==> config.mk <==
export PLATFORM = sky130hd
export DESIGN_NAME = character_fsm_flat
export DESIGN_NICKNAME = d
export VERILOG_FILES = /design/src/rtl/character_fsm_if.sv /design/src/rtl/character_fsm.sv /design/src/flat_wrapper.sv
export SDC_FILE = /design/constraint.sdc
export NUM_CORES = 1
export LEC_CHECK = 0
export ABC_AREA = 1
export CAP_MARGIN = 20
export CORE_MARGIN = 4
export CORE_UTILIZATION = 52
export DETAILED_ROUTE_END_ITERATION = 16
export PLACE_DENSITY = 0.86
export SLEW_MARGIN = 10
export SYNTH_ARGS = -nofsm -noshare
export SYNTH_HDL_FRONTEND = slang
export SYNTH_SLANG_ARGS = --single-unit
==> constraint.sdc <==
create_clock -name clk -period 1.8 [get_ports clk]
set_input_delay 0.54 -clock clk [delete_from_list [all_inputs] [get_ports clk]]
set_output_delay 0.54 -clock clk [all_outputs]
set_load 0.02 [all_outputs]
==> src/rtl/character_fsm_if.sv <==
// Character-stream interface for character_fsm.
//   in  : 8-bit ASCII character, one per clock (driven by the stream source)
//   cnt : registered count of completed "BUAA" matches (driven by the FSM)
// master modport is the stream source / count observer, slave is the FSM.
interface character_fsm_if #(
    parameter int unsigned CNT_W = 8
);
    logic [7:0]       in;
    logic [CNT_W-1:0] cnt;

    modport master (
        output in,
        input  cnt
    );

    modport slave (
        input  in,
        output cnt
    );
endinterface

==> src/rtl/character_fsm.sv <==
// Counts complete occurrences of the keyword "BUAA" (case-sensitive) in an
// ASCII stream sampled one character per rising clock edge.
//   clk   : single clock, all state changes on the rising edge
//   reset : synchronous active-high reset (state -> IDLE, count -> 0)
//   bus   : slave side of character_fsm_if (in: character, cnt: match count)
// The count is registered, saturates at 2^CNT_W-1 and never wraps.
module character_fsm #(
    parameter int unsigned CNT_W = 8
) (
    input  logic            clk,
    input  logic            reset,
    character_fsm_if.slave  bus
);

    localparam logic [7:0] CharB = 8'h42;
    localparam logic [7:0] CharU = 8'h55;
    localparam logic [7:0] CharA = 8'h41;

    localparam logic [1:0] IDLE  = 2'd0;
    localparam logic [1:0] S_B   = 2'd1;
    localparam logic [1:0] S_BU  = 2'd2;
    localparam logic [1:0] S_BUA = 2'd3;

    localparam logic [CNT_W-1:0] CntMax = {CNT_W{1'b1}};

    logic [1:0]       state_d, state_q;
    logic [CNT_W-1:0] cnt_d, cnt_q;

    always_comb begin
        state_d = IDLE;
        cnt_d   = cnt_q;
        // A 'B' always restarts the prefix, whatever was seen before.
        if (bus.in == CharB) begin
            state_d = S_B;
        end else begin
            case (state_q)
                S_B:     if (bus.in == CharU) state_d = S_BU;
                S_BU:    if (bus.in == CharA) state_d = S_BUA;
                S_BUA: begin
                    if (bus.in == CharA && cnt_q != CntMax) begin
                        cnt_d = cnt_q + 1'b1;
                    end
                end
                default: state_d = IDLE;
            endcase
        end
    end

    always_ff @(posedge clk) begin
        if (reset) begin
            state_q <= IDLE;
            cnt_q   <= '0;
        end else begin
            state_q <= state_d;
            cnt_q   <= cnt_d;
        end
    end

    assign bus.cnt = cnt_q;

endmodule

==> src/flat_wrapper.sv <==
// flat-port wrapper written by rule: the top's interface ports become plain ports
module character_fsm_flat 
#(
    parameter int unsigned CNT_W = 8
)
  (clk, reset, bus_in, bus_cnt);
  character_fsm_if #(.CNT_W(CNT_W)) bus_i ();
  input  logic clk;
  input  logic reset;
  input wire logic [$bits(bus_i.in)-1:0] bus_in;
  output wire logic [$bits(bus_i.cnt)-1:0] bus_cnt;
  assign bus_i.in = bus_in;
  assign bus_cnt = bus_i.cnt;
  character_fsm #(.CNT_W(CNT_W)) u_core (.clk(clk), .reset(reset), .bus(bus_i));
endmodule
==> summary.txt <==
Status
  – Status: finished, final reports clean

Critical path
  – CP startpoint: u_core.bus.cnt[4]
  – Slowest CP cell: clkdlybuf4s50_1
  – Reg2reg start: u_core.bus.cnt[0]
  – WP buf/inv: 1
  – Critical path, cell by cell: clkdlybuf4s50_1
  – FF-to-FF path depth: 8
  – Worst Setup Start Kind: flop
  – Largest fanout on the critical path: 2
  – Worst R2R Setup Slack: about 0.42 ns
  – Critical path endpoint category: output port
  – Stages on worst setup path: 1
  – R2r endpoint: u_core.bus.cnt[6]
  – Arrival @ worst endpoint: 1.20 ns
  – Setup CP Type: flop to output port
  – Req. time, crit path: 1.26 ns
  – Worst stage delay on the critical path: around 0.60 ns
  – Delay-heaviest family, CP: buffers and inverters

Timing
  – RSZ-0062 raised after global routing: false
  – Hold WS: 0.538 ns
  – Final Skew: 0.00468 ns
  – Fmax: 576 MHz
  – Setup TNS: 0 ns
  – Max Slew Vio Count: 0
  – Final period utilization: 96.4%
  – Slew of the pin with the lowest slew margin: 0.244 ns
  – Endpoints failing setup: 0
  – Slew Limit Headroom: 83.6%
  – Final hold vios: 0
  – Post-route minimum period: 1.74 ns
  – Final WS setup: 0.0645 ns

Synth
  – Largest family of logic cells by synthesized area: simple AND/OR/NAND/NOR gates
  – Simple-Gate Fraction of Synth Area: 51.9%
  – Count leader, synth: nand2_1
  – Yosys Warn Count: 0
  – Synth top area cells: dfxtp_1 26%, nand2_1 12%, nor2_1 8.8%, inv_1 7.8%, nand3_1 7.1%
  – Multiplexer share of the synthesized area: 0%
  – Biggest area consumer among synthesized cells: dfxtp_1
  – Mean Syn Cell Area: ~6.7 sq um
  – Synth Area in Adders: under 10%
  – Commonest cells post-synth: 25 x nand2_1, 18 x nor2_1, 16 x inv_1
  – Post-synth EDFFs: 0
  – Gate Count Post-Synth: 116
  – Ys async rst share: 0%
  – Synthesis-stage register bit count: 10
  – Xor/xnor share of the synthesized area: 4.54%
  – Top FF cell, synth: dfxtp_1
  – Synth unique cells: 20
  – Syn Nets: 130
  – Mapped cell area: 772 sq um
  – Seq/Total Area, Yosys: 25.9%
  – Area fraction in compound gates after synthesis: 1.46%
  – Top cell type's share of synthesized area: 25.9%

Clock tree
  – CTS Sinks: 10
  – CTS tree: built
  – Maximum clock path buffer count: 2
  – H-tree levels: 1
  – Worst-path clk slew: ~0.060 ns
  – Worst skew pair latency: between 0.2 and 0.3 ns
  – Clk root buf: clkbuf_4
  – Setup bufs post-CTS: 0
  – Hold_buf cts: 0
  – CTS Buf Count: 3

Power and ir drop
  – Clk pwr share: 35.4%
  – Maximum vdd ir drop: 0.000364 V
  – Share of total power in sequential cells: a little over half
  – PD cells: 416 nW/um^2
  – Switching portion of total power: approximately 23%
  – Cell Int Power: 0.000326 W
  – Net Switching: 0.0000953 W
  – Pleak: 0.533 nW
  – Logic gate share of total power: 12.1%

Final layout
  – Antenna diodes: 0
  – Util after Layout: between 70% and 80%
  – Layout cells sized above 1: 21.3%
  – Post-route cell area: 1010 sq um
  – Fin nets: 157
  – Area growth, synth to finish: 31.1%

Floorplanning
  – Cell Rows: 13
  – Die Width: 46.5 um
  – Top Ports: 18
  – Die area: 2170 sq um
  – Die Span Y: 46.5 um
  – Starting Density: 57.2%
  – Core region area: between 1000 and 1500 sq um

Routing
  – Avg WL per Cell: 9.47 um
  – Drt pass-1 iters: 4
  – Antenna Nets Post-Route: 0
  – Vias: 740
  – Initial DRC count: 16
  – Vias/cell: 4.74
  – Final WL: 1480 um
  – Remaining DRCs: 0

Worst hold path
  – HP Start: u_core.bus.cnt[1]
  – Min-Delay Path Depth: 2
  – Worst hold path class: flop to flop
  – Min-Delay Endpoint: u_core.bus.cnt[1]

GRT
  – Global-route wire length before repair: 2590 um
  – Largest net degree at the start of global routing: 11
  – Total GRT Usage: between 15 and 20%
  – Total global routing overflow: 0
  – Initial antenna violation count: 0
  – Vias in the first global route: 673

Placed design
  – Placer Congestion: 0.774
  – IO buf count: 17
  – Placement-stage worst setup slack: -0.0788 ns
  – DP HPWL: 1220 um
  – Placed cell area: around 1000 sq um

Run
  – MaxCap Viol Count: 0
[placed cells by master, fill, tap and decap left out, drive strengths merged]
cell type      netlist  routed
ha                   4       4
a21oi                1       1
buf                  0       5
clkdlybuf4s50        0      10
nor2                29      29
nand2               32      32
nand3b               1       1
clkbuf               0       3
dlygate4sd2          0       7
nor3                 2       2
clkinv               1       1
xnor2                1       1
dfxtp               10      10
nand3               12      12
o22ai                1       1
xor2                 3       3
inv                 19      19
[how the worst max path moves through the flow]
stage	endpoint	slack [ns]
floorplan	u_core.bus.cnt[6]	0.39
finish	bus_cnt[4]	0.06
global placement	u_core.bus.cnt[6]	-0.06
CTS	bus_cnt[4]	0.05
detailed placement	u_core.bus.cnt[5]	-0.08
global route	bus_cnt[4]	0.02
[cell type report]
| type | instances | area, sq um |
|---|---|---|
| multi-input combinational | 86 | 497 |
| tap | 15 | 18.8 |
| inverter | 20 | 75.1 |
| clock buffer | 3 | 22.5 |
| timing repair buffer | 22 | 199 |
| sequential | 10 | 200 |
| fill | 109 | 338 |
[power by group through the flow]
stage / combinational, W / clock [W] / sequential [W]
floorplan: 0.0000209 / 0 / 0.000226
global placement: 0.0000503 / 0 / 0.000226
detailed placement: 0.0000512 / 0 / 0.000226
CTS: 0.0000517 / 0.000155 / 0.000221
global route: 0.0000558 / 0.000169 / 0.000221
finish: 0.0000510 / 0.000149 / 0.000221
[through the flow]
stage / total power (W) / cells
floorplan: 0.000247 / 116
global placement: 0.000277 / 153
detailed placement: 0.000278 / 153
CTS: 0.000428 / 156
global route: 0.000445 / 156
finish: 0.000421 / 156
[registers in the layout, indices dropped and copies added (netlist names)]
| signal | cells |
|---|---|
| u_core.bus.cnt | 8 |
| u_core.state_q | 2 |
[cells by family (layout without fill, tap and decap cells)]
kind of cell             count (synthesis)  count (layout)
AO/OA/AOI/OAI                            2               2
AND/OR/NAND/NOR                         76              76
adder cells (fa/ha/maj)                  4               4
buffers and inverters                   20              45
XOR/XNOR                                 4               4
flip-flops                              10              10
[metal layers]
metal,share of wire [%],vias up,global-route usage (%)
met5,0,-,0
met4,2.8,0,11.9
met3,7.8,5,2.73
met2,47,23,26.9
met1,43,309,20.1
li1,-,403,-
[repair_timing]
item,in CTS,in global routing
setup endpoints to repair,7,0
hold endpoints to repair,0,0
resized for setup,7,0
Power figures use the tool's default switching activity.
